**src/rtl/bp_me_pkg.sv**
```systemverilog
// Shared BedRock ME definitions: processor config, header field layout,
// message types, burst-to-stream FSM states and the stream beat-count helper.
package bp_me_pkg;

  typedef enum logic [0:0] {
    e_bp_default_cfg = 1'b0
  } bp_params_e;

  // Physical address width supplied by a processor configuration
  function automatic int bp_paddr_width(bp_params_e cfg);
    int w;
    case (cfg)
      e_bp_default_cfg: w = 40;
      default:          w = 40;
    endcase
    return w;
  endfunction

  // Header layout, LSB first: msg_type[3:0], subop[3:0], addr, size[2:0], payload
  localparam int bp_msg_type_width_gp = 4;
  localparam int bp_msg_size_width_gp = 3;
  localparam int hdr_msg_type_lsb_gp  = 0;
  localparam int hdr_addr_lsb_gp      = 8;

  function automatic int bp_hdr_size_lsb(int paddr_w);
    return hdr_addr_lsb_gp + paddr_w;
  endfunction

  function automatic int bp_header_width(int paddr_w, int payload_w);
    return hdr_addr_lsb_gp + paddr_w + bp_msg_size_width_gp + payload_w;
  endfunction

  typedef enum logic [3:0] {
    e_bedrock_mem_rd    = 4'd0,
    e_bedrock_mem_wr    = 4'd1,
    e_bedrock_mem_uc_rd = 4'd2,
    e_bedrock_mem_uc_wr = 4'd3,
    e_bedrock_mem_pre   = 4'd4,
    e_bedrock_mem_amo   = 4'd5
  } bp_bedrock_mem_type_e;

  typedef enum logic [0:0] {
    e_ready = 1'b0,
    e_send  = 1'b1
  } bp_me_b2s_state_e;

  // Number of data beats for a message of 2^size bytes, never fewer than one
  function automatic int bp_me_stream_beats(int size, int data_width);
    int bytes;
    int per_beat;
    bytes    = 1 << size;
    per_beat = data_width / 8;
    return (bytes > per_beat) ? (bytes / per_beat) : 1;
  endfunction

endpackage

```
**src/rtl/bp_me_stream_addr_gen.sv**
```systemverilog
// Stream beat counter and per-beat address generator. The beat address walks
// in data-beat steps and wraps inside min(message size, block size); bits
// above the wrap window are passed through untouched.
module bp_me_stream_addr_gen
  import bp_me_pkg::*;
  #(parameter int paddr_width_p = 40
  , parameter int data_width_p  = 64
  , parameter int block_width_p = 512
  , localparam int cnt_width_lp = $clog2(block_width_p / data_width_p) + 1
  )
  (input  logic                     clk_i
  , input  logic                     reset_i
  , input  logic [2:0]               size_i
  , input  logic [paddr_width_p-1:0] addr_i
  , input  logic                     clear_i
  , input  logic                     inc_i
  , output logic [cnt_width_lp-1:0]  cnt_o
  , output logic [paddr_width_p-1:0] addr_o
  );

  localparam int data_bytes_lp  = data_width_p / 8;
  localparam int data_shift_lp  = $clog2(data_bytes_lp);
  localparam int block_bytes_lp = block_width_p / 8;

  logic [cnt_width_lp-1:0]  cnt_r;
  logic [paddr_width_p-1:0] msg_bytes;
  logic [paddr_width_p-1:0] wrap_mask;
  logic [paddr_width_p-1:0] step;
  logic [paddr_width_p-1:0] sum;

  // Wrap mask selects the offset bits that advance; carries out of it are dropped
  always_comb begin
    msg_bytes = paddr_width_p'(1) << size_i;
    if (int'(size_i) <= data_shift_lp)
      wrap_mask = '0;
    else if (msg_bytes > paddr_width_p'(block_bytes_lp))
      wrap_mask = paddr_width_p'(block_bytes_lp - 1);
    else
      wrap_mask = msg_bytes - paddr_width_p'(1);
    step   = paddr_width_p'(cnt_r) << data_shift_lp;
    sum    = addr_i + step;
    addr_o = (addr_i & ~wrap_mask) | (sum & wrap_mask);
  end

  // Beat counter: clears at message boundaries, advances per stream handshake
  always_ff @(posedge clk_i or posedge reset_i) begin
    if (reset_i)
      cnt_r <= '0;
    else if (clear_i)
      cnt_r <= '0;
    else if (inc_i)
      cnt_r <= cnt_r + 1'b1;
  end

  assign cnt_o = cnt_r;

endmodule

```
**src/rtl/bp_me_burst_to_stream.sv**
```systemverilog
// BedRock Burst to BedRock Stream converter. The header is registered once and
// replayed on every outgoing beat with a wrapped per-beat address; data beats
// pass through combinationally. Data-less messages emit a single beat.
module bp_me_burst_to_stream
  import bp_me_pkg::*;
  #(parameter bp_params_e  bp_params_p     = e_bp_default_cfg
  , parameter int          data_width_p    = 64
  , parameter int          payload_width_p = 16
  , parameter int          block_width_p   = 512
  , parameter logic [15:0] payload_mask_p  = '0
  , localparam int paddr_width_lp     = bp_paddr_width(bp_params_p)
  , localparam int bp_header_width_lp = bp_header_width(paddr_width_lp, payload_width_p)
  , localparam int cnt_width_lp       = $clog2(block_width_p / data_width_p) + 1
  )
  (input  logic                          clk_i
  , input  logic                          reset_i
  , input  logic [bp_header_width_lp-1:0] in_msg_header_i
  , input  logic                          in_msg_header_v_i
  , output logic                          in_msg_header_ready_and_o
  , input  logic [data_width_p-1:0]       in_msg_data_i
  , input  logic                          in_msg_data_v_i
  , input  logic                          in_msg_last_i
  , output logic                          in_msg_data_ready_and_o
  , output logic [bp_header_width_lp-1:0] out_msg_header_o
  , output logic [data_width_p-1:0]       out_msg_data_o
  , output logic                          out_msg_v_o
  , output logic                          out_msg_last_o
  , input  logic                          out_msg_ready_and_i
  );

  localparam int size_lsb_lp = bp_hdr_size_lsb(paddr_width_lp);

  bp_me_b2s_state_e              state_r;
  logic [bp_header_width_lp-1:0] header_r;
  logic                          has_data_r;

  logic [2:0]                size_r;
  logic [paddr_width_lp-1:0] addr_r;
  logic [paddr_width_lp-1:0] beat_addr;
  logic [cnt_width_lp-1:0]   cnt;
  logic [cnt_width_lp-1:0]   last_cnt;
  logic                      header_hs;
  logic                      stream_hs;
  logic                      last_hs;
  logic                      data_hs;

  assign size_r = header_r[size_lsb_lp +: bp_msg_size_width_gp];
  assign addr_r = header_r[hdr_addr_lsb_gp +: paddr_width_lp];

  // Handshake outputs; header_ready also rises on the final beat so the next
  // header can be taken in the same cycle without a bubble
  always_comb begin
    in_msg_header_ready_and_o = 1'b0;
    in_msg_data_ready_and_o   = 1'b0;
    out_msg_v_o               = 1'b0;
    out_msg_last_o            = 1'b0;
    out_msg_data_o            = '0;
    case (state_r)
      e_ready: in_msg_header_ready_and_o = 1'b1;
      e_send: begin
        if (has_data_r) begin
          out_msg_v_o             = in_msg_data_v_i;
          out_msg_last_o          = in_msg_last_i;
          out_msg_data_o          = in_msg_data_i;
          in_msg_data_ready_and_o = out_msg_ready_and_i;
        end else begin
          out_msg_v_o    = 1'b1;
          out_msg_last_o = 1'b1;
        end
        in_msg_header_ready_and_o = out_msg_v_o & out_msg_ready_and_i & out_msg_last_o;
      end
      default: ;
    endcase
  end

  assign header_hs = in_msg_header_v_i & in_msg_header_ready_and_o;
  assign stream_hs = out_msg_v_o & out_msg_ready_and_i;
  assign last_hs   = stream_hs & out_msg_last_o;
  assign data_hs   = in_msg_data_v_i & in_msg_data_ready_and_o;

  // Header register, data flag and state
  always_ff @(posedge clk_i or posedge reset_i) begin
    if (reset_i) begin
      state_r    <= e_ready;
      header_r   <= '0;
      has_data_r <= 1'b0;
    end else if (header_hs) begin
      state_r    <= e_send;
      header_r   <= in_msg_header_i;
      has_data_r <= payload_mask_p[in_msg_header_i[hdr_msg_type_lsb_gp +: bp_msg_type_width_gp]];
    end else if (last_hs) begin
      state_r <= e_ready;
    end
  end

  bp_me_stream_addr_gen
    #(.paddr_width_p(paddr_width_lp)
    , .data_width_p (data_width_p)
    , .block_width_p(block_width_p)
    )
    u_addr_gen
    (.clk_i  (clk_i)
    , .reset_i(reset_i)
    , .size_i (size_r)
    , .addr_i (addr_r)
    , .clear_i(header_hs | last_hs)
    , .inc_i  (stream_hs)
    , .cnt_o  (cnt)
    , .addr_o (beat_addr)
    );

  // Replay the registered header with the current beat address substituted
  always_comb begin
    out_msg_header_o = header_r;
    out_msg_header_o[hdr_addr_lsb_gp +: paddr_width_lp] = beat_addr;
  end

  assign last_cnt = cnt_width_lp'(bp_me_stream_beats(int'(size_r), data_width_p) - 1);

  last_beat_matches_count: assert property (@(posedge clk_i) disable iff (reset_i)
    data_hs |-> (in_msg_last_i == (cnt == last_cnt)));

endmodule

```
**config.mk**
```make
export PLATFORM = sky130hd
export DESIGN_NAME = bp_me_burst_to_stream
export DESIGN_NICKNAME = d
export VERILOG_FILES = /design/src/rtl/bp_me_pkg.sv /design/src/rtl/bp_me_stream_addr_gen.sv /design/src/rtl/bp_me_burst_to_stream.sv
export SDC_FILE = /design/constraint.sdc
export NUM_CORES = 1
export LEC_CHECK = 0
export BUFFER_PORTS_ARGS = -buffer_cell sky130_fd_sc_hd__clkbuf_2
export CAP_MARGIN = 20
export CORE_MARGIN = 10
export CORE_UTILIZATION = 46
export CTS_BUF_LIST = sky130_fd_sc_hd__clkbuf_16
export CTS_CLUSTER_SIZE = 8
export DETAILED_ROUTE_END_ITERATION = 10
export GPL_TIMING_DRIVEN = 0
export PLACE_DENSITY = 0.95
export SETUP_SLACK_MARGIN = 0.1
export SKIP_LAST_GASP = 1
export SLEW_MARGIN = 20
export SYNTH_ARGS = -nofsm -noshare
export SYNTH_HDL_FRONTEND = slang
export SYNTH_SLANG_ARGS = --single-unit
export TNS_END_PERCENT = 50
```
**constraint.sdc**
```tcl
create_clock -name clk_i -period 5.68 [get_ports clk_i]
set_input_delay 1.704 -clock clk_i [delete_from_list [all_inputs] [get_ports clk_i]]
set_output_delay 1.704 -clock clk_i [all_outputs]
set_load 0.005 [all_outputs]
```
==> metrics.yaml, run 1 <==
gp_congestion: 0.779
cp.arrival_ns: 2.37
clock.fmax_mhz: 246
grtUsageTotal_pct: 15.3
start_util_pct: 46.9
yosysUniqueCellTypes: 33
crit_path_max_fanout: 4
utilization_pct: 63.1
core_area_mm2: 0.00868
fillers: 730
ys_warn_count: 0
required_ns: 3.98
p_per_area_mw_per_mm2: 298
holdPathStages: 1
numClockSinks: 72
ys_seq_elements: 72
synth-edff-count: 0
grt_pass1_wl_um: 16100
reg2reg_setup_slack_ns: 4.21
rr_worst_depth: 5
syn-cell-area_mm2: 0.00407
syn_avg_cell_area_um2: 11.9
hold_path_class: "reg -> reg"
cts-htree-levels: 3
ant_nets: 0
post-place-ws_ns: 1.92
critPathLaunchType: "flip-flop"
cp-end-kind: "output port"
setup.worst_path.class: "reg -> out"
setup_viol: 0
drt_iter0_drc: 97
drc: 0
rr_startpoint: "state_r"
slew_violations: 0
antenna_found_initial: 0
slowest_stage: "fa_1"
peakVddDrop_mv: 0.152
post_cts_buffers: 0
nets: 704
yosysSeqAreaShare_pct: 44.3
rsz0062_at_grt: "no"
grt_max_degree: 38
wl_per_cell_um: 15.4
hpwl_um: 8690
num_vias: 2884
cts-root-buf: "clkbuf_16"
power.leakage_uw: 0.00299
slowest_delay_ns: 0.40
r2r-end: "header_r[10]"
fp.dieH_um: 114
fin_ws_ns: 1.61
ys.flop_type: "dfrtp_1"
die_area_mm2: 0.0130
fin_crit_ns: 4.07
n_antenna_cell: 0
pin_count: 272
placementRows: 34
chipWidth_um: 114
area_growth_pct: 34.7
async_reset_ff_share_pct: 100
fin_crit_sh_pct: 71.7
holdBufCountCts: 0
cp_cell_sequence: "ha_1, inv_1, fa_1, nand2b_1, a21oi_1, and4_4, nand3_2, xnor2_1, clkbuf_2"
worstHoldStart: "u_addr_gen.cnt_o[2]"
finClkSkew_ns: 0.00639
outcome: "finished, final reports clean"
final_layout_size_suffix_gt1_share_pct: 58.9
numPortBuffers: 140
grt_pass1_vias: 3224
dp_cells: 656
overflow: 0
cts_tree: "done"
tns_ns: 0
hold_violations: 0
ctsLongestPathBuffers: 2
cts_buffers: 9
vias_per_cell: 4.29
min_to: "u_addr_gen.cnt_o[2]"
path_clk_slew_ns: 0.05
multi_input_area_mm2: 0.00160
syn_inst: 343
cts_resized: 0
firstDrtPassIters: 3
totalWireLength_um: 10400
clk_latency_ns: 0.33
register_area_mm2: 0.00180
cap_violations: 0
layoutNonFillerInstCount: 672
layout make-up:
cell class	count	area share, %
well taps	108	2.47
plain buffers	132	16.2
flip-flops and latches	72	32.9
multi-input cells	198	29.2
clock buffers	9	4.11
clock inverters	7	1.60
repair buffers	141	13.2
inverters	5	0.388
metrics by stage:
stage	hold slack, ns	instance area [um^2]	power, uW
CTS	0.499	5480	1650
detailed placement	0.476	5170	1050
finish	0.497	5480	1630
global route	0.521	5480	1720
floorplan	0.458	4310	896
global placement	0.476	5140	1030
state kept, by name (all words and copies together), names as in the netlist:
register          cells
u_addr_gen.cnt_o      4
header_r             67
state_r               1
cell usage in the layout, fill, tap and decap left out, types with 4 or more instances in the layout:
master     instances
clkbuf_2         140
buf_4             93
dfrtp_1           72
conb_1            65
mux2_2            38
clkbuf_1          31
mux2_4            30
clkbuf_16          9
nand2_1            8
nand4_1            7
ha_1               7
nor2_1             6
buf_6              5
inv_1              5
xor2_1             5
and2_1             4
o21ai_0            4
kinds of logic (layout without fill, tap and decap cells):
| kind of cell | after synthesis | in the layout | synth area share [%] |
|---|---|---|---|
| flops | 72 | 72 | 44.3 |
| mux | 69 | 69 | 21.8 |
| simple gates | 39 | 39 | 6.00 |
| fa+ha+maj | 8 | 8 | 2.64 |
| xor+xnor | 8 | 8 | 1.72 |
| buf+inv | 137 | 294 | 22.2 |
| compound gates | 9 | 9 | 1.20 |
| other cells | 1 | 65 | 0.0922 |
power breakdown:
group	switching, uW	leakage (uW)	internal, uW
logic	156	0.00199	245
registers	55.9	0.000850	585
clock network	210	0.000150	380
worst max-delay path: cells and delay by family, from the launching register on:
kind / cells / cell delay, ns
AND/OR/NAND/NOR: 3 / 0.56
flip-flops: 1 / 0.37
AO/OA/AOI/OAI: 1 / 0.17
XOR/XNOR: 1 / 0.14
buffers and inverters: 2 / 0.20
adder cells (fa/ha/maj): 2 / 0.59
how the worst max path moves through the flow:
| stage | from | end | slack (ns) | depth (start not counted) |
|---|---|---|---|---|
| 2_1_floorplan | out_msg_ready_and_i | in_msg_header_ready_and_o | 2.14 | 1 |
| 3_3_place_gp | reset_i | header_r[14] | 1.41 | 2 |
| 3_5_place_dp | out_msg_ready_and_i | in_msg_header_ready_and_o | 1.92 | 3 |
| 4_1_cts | header_r[11] | out_msg_header_o[47] | 1.57 | 9 |
| 5_1_grt | header_r[11] | out_msg_header_o[39] | 1.44 | 9 |
| 6_report | header_r[11] | out_msg_header_o[47] | 1.61 | 9 |
Yosys cell counts, types with 2 or more instances:
master | count | share of area, %
buf_4 | 93 | 17
dfrtp_1 | 72 | 44
mux2_2 | 38 | 11
clkbuf_1 | 31 | 2.9
mux2_4 | 30 | 11
nand2_1 | 8 | 0.74
ha_1 | 7 | 2.2
nand4_1 | 7 | 1.1
nor2_1 | 6 | 0.55
buf_6 | 5 | 1.4
inv_1 | 5 | 0.46
xor2_1 | 5 | 1.1
and2_1 | 4 | 0.61
o21ai_0 | 4 | 0.49
a21oi_1 | 3 | 0.37
buf_2 | 3 | 0.37
xnor2_1 | 3 | 0.65
nand2b_1 | 2 | 0.31
nand3_1 | 2 | 0.25
or3_1 | 2 | 0.31
per-layer routing:
| layer | GRT usage, % | vias up | share of wire [%] |
|---|---|---|---|
| li1 | - | 1384 | - |
| met1 | 15.3 | 1363 | 36 |
| met2 | 27.9 | 122 | 53 |
| met3 | 6.71 | 15 | 10 |
| met4 | 4.93 | 0 | 1.6 |
| met5 | 0 | - | 0 |
Power figures use the tool's default switching activity.
==> run 2: changes to the inputs <==
--- a/config.mk
+++ b/config.mk
@@ -8,12 +8,12 @@
 export BUFFER_PORTS_ARGS = -buffer_cell sky130_fd_sc_hd__clkbuf_2
 export CAP_MARGIN = 20
 export CORE_MARGIN = 10
-export CORE_UTILIZATION = 46
+export CORE_UTILIZATION = 38
 export CTS_BUF_LIST = sky130_fd_sc_hd__clkbuf_16
 export CTS_CLUSTER_SIZE = 8
 export DETAILED_ROUTE_END_ITERATION = 10
 export GPL_TIMING_DRIVEN = 0
-export PLACE_DENSITY = 0.95
+export PLACE_DENSITY = 0.88
 export SETUP_SLACK_MARGIN = 0.1
 export SKIP_LAST_GASP = 1
 export SLEW_MARGIN = 20
==> constraint.sdc (replaced) <==
create_clock -name clk_i -period 3.4 [get_ports clk_i]
set_input_delay 1.02 -clock clk_i [delete_from_list [all_inputs] [get_ports clk_i]]
set_output_delay 1.02 -clock clk_i [all_outputs]
set_load 0.005 [all_outputs]
==> metrics.yaml, run 2 (same netlist as run 1, synthesis figures left out) <==
hold_path_class: "reg -> reg"
gp_congestion: 0.839
power_uw: 2810
peakVddDrop_mv: 0.305
p_per_area_mw_per_mm2: 500
path_clk_slew_ns: 0.06
path_buf_inv: 2
fin_crit_sh_pct: 97.2
required_ns: 2.38
fillers: 881
fp.dieH_um: 123
grt_max_degree: 39
finClkSkew_ns: 0.00602
clk_latency_ns: 0.32
holdBufCountCts: 0
core_area_mm2: 0.0104
highest_layer: "met4"
design_area_mm2: 0.00562
overflow: 0
cts-root-buf: "clkbuf_16"
outcome: "finished, final reports clean"
post-place-ws_ns: 0.348
cts-htree-levels: 3
crit_path_max_fanout: 8
placed_area_mm2: 0.00520
numPortBuffers: 140
rsz0062_at_grt: "yes"
dr_wl_met2_um: 5440
cts_buffers: 9
cp-end-kind: "output port"
final_common_cell: "clkbuf_2"
top_register: "header_r"
ant_nets: 0
nets: 709
largest_reg_flops: 67
num_vias: 2897
hold_violations: 0
vias_per_cell: 4.11
dr_wl_met3_um: 1160
ctsLongestPathBuffers: 2
cp.arrival_ns: 2.28
slowest_stage: "dfrtp_1"
layoutNonFillerInstCount: 705
firstDrtPassIters: 4
drc: 0
placementRows: 37
slew_violations: 0
area_growth_pct: 38.1
totalWireLength_um: 10500
mostFrequentLayoutCells: "clkbuf_2 (137), buf_4 (98), dfrtp_1 (72), conb_1 (65), mux2_2 (38)"
tns_ns: 0
setup_viol: 0
multi_input_area_mm2: 0.00165
drt_iter0_drc: 62
register_area_mm2: 0.00180
cap_violations: 0
start_util_pct: 39.2
cp_cell_sequence: "buf_6, or3_4, ha_2, xor2_1, o21ai_1, a21oi_1, a31oi_1, buf_2"
hpwl_um: 8610
slowest_delay_ns: 0.40
grtUsageTotal_pct: 12.9
power.leakage_uw: 0.00305
met1_length_um: 3800
critPathLaunchType: "flip-flop"
fin_ws_ns: 0.0962
pin_count: 272
clock.fmax_mhz: 303
grt_pass1_wl_um: 15900
die_area_mm2: 0.0152
fin_crit_ns: 3.30
dp_cells: 684
final_layout_size_suffix_gt1_share_pct: 61.0
numClockSinks: 72
antenna_found_initial: 0
n_antenna_cell: 0
grt_pass1_vias: 3131
chipWidth_um: 123
cpLargestDelayFamily: "compound AO/OA/AOI/OAI gates"
cts_tree: "done"
wl_per_cell_um: 14.8
setup.worst_path.class: "reg -> out"
-- run 2: cell types whose count changed in the layout (fill, tap and decap cells not counted), sizes merged --
cell | previous run | this run
buf | 102 | 110
bufinv | 2 | 3
clkbuf | 180 | 177
clkinvlp | 2 | 1
-- run 2: final cells by class --
| cell class | instances | area share [%] |
|---|---|---|
| Clock buffer | 9 | 4.01 |
| Multi-Input combinational cell | 198 | 29.3 |
| Clock inverter | 7 | 1.98 |
| Timing Repair Buffer | 146 | 13.5 |
| Inverter | 5 | 0.378 |
| Sequential cell | 72 | 32.1 |
| Buffer | 132 | 15.8 |
| Tap cell | 136 | 3.03 |
-- run 2: per-layer routing --
metal	vias up	GRT usage, %
li1	1390	-
met1	1374	13.8
met2	128	23.2
met3	5	5.24
met4	0	3.06
met5	-	0
-- run 2: path summary, 6_finish.rpt --
path | start | end | slack, ns | cells past startpoint
worst min-delay path | u_addr_gen.cnt_o[2] | u_addr_gen.cnt_o[2] | 0.50 | 1
worst max register to register | state_r | header_r[3] | 1.89 | 5
min in group asynchronous | reset_i | header_r[59] | 0.70 | 2
worst max-delay path | header_r[50] | out_msg_header_o[12] | 0.1 | 8
max in group asynchronous | reset_i | header_r[19] | 2.13 | 3
worst min register to register | u_addr_gen.cnt_o[2] | u_addr_gen.cnt_o[2] | 0.50 | 1
-- run 2: power breakdown --
part           leakage, uW  switching, uW  total, uW  internal (uW)
Clock             0.000167            344       1050            711
Sequential        0.000850           94.6       1070            977
Combinational      0.00204            266        686            420
Total              0.00305            704       2810           2110
-- run 2: what timing repair did --
item	CTS	global route
resized for setup	3	13
setup endpoints to repair	5	6
gates cloned	0	0
buffers inserted	2	3
pin swaps	2	4
-- run 2: per-stage QoR --
step	utilization [%]	hold slack, ns
6_report	54.2	0.500
5_1_grt	54.2	0.519
3_5_place_dp	50.2	0.483
2_1_floorplan	-	0.458
3_3_place_gp	50.0	0.479
4_1_cts	53.7	0.501
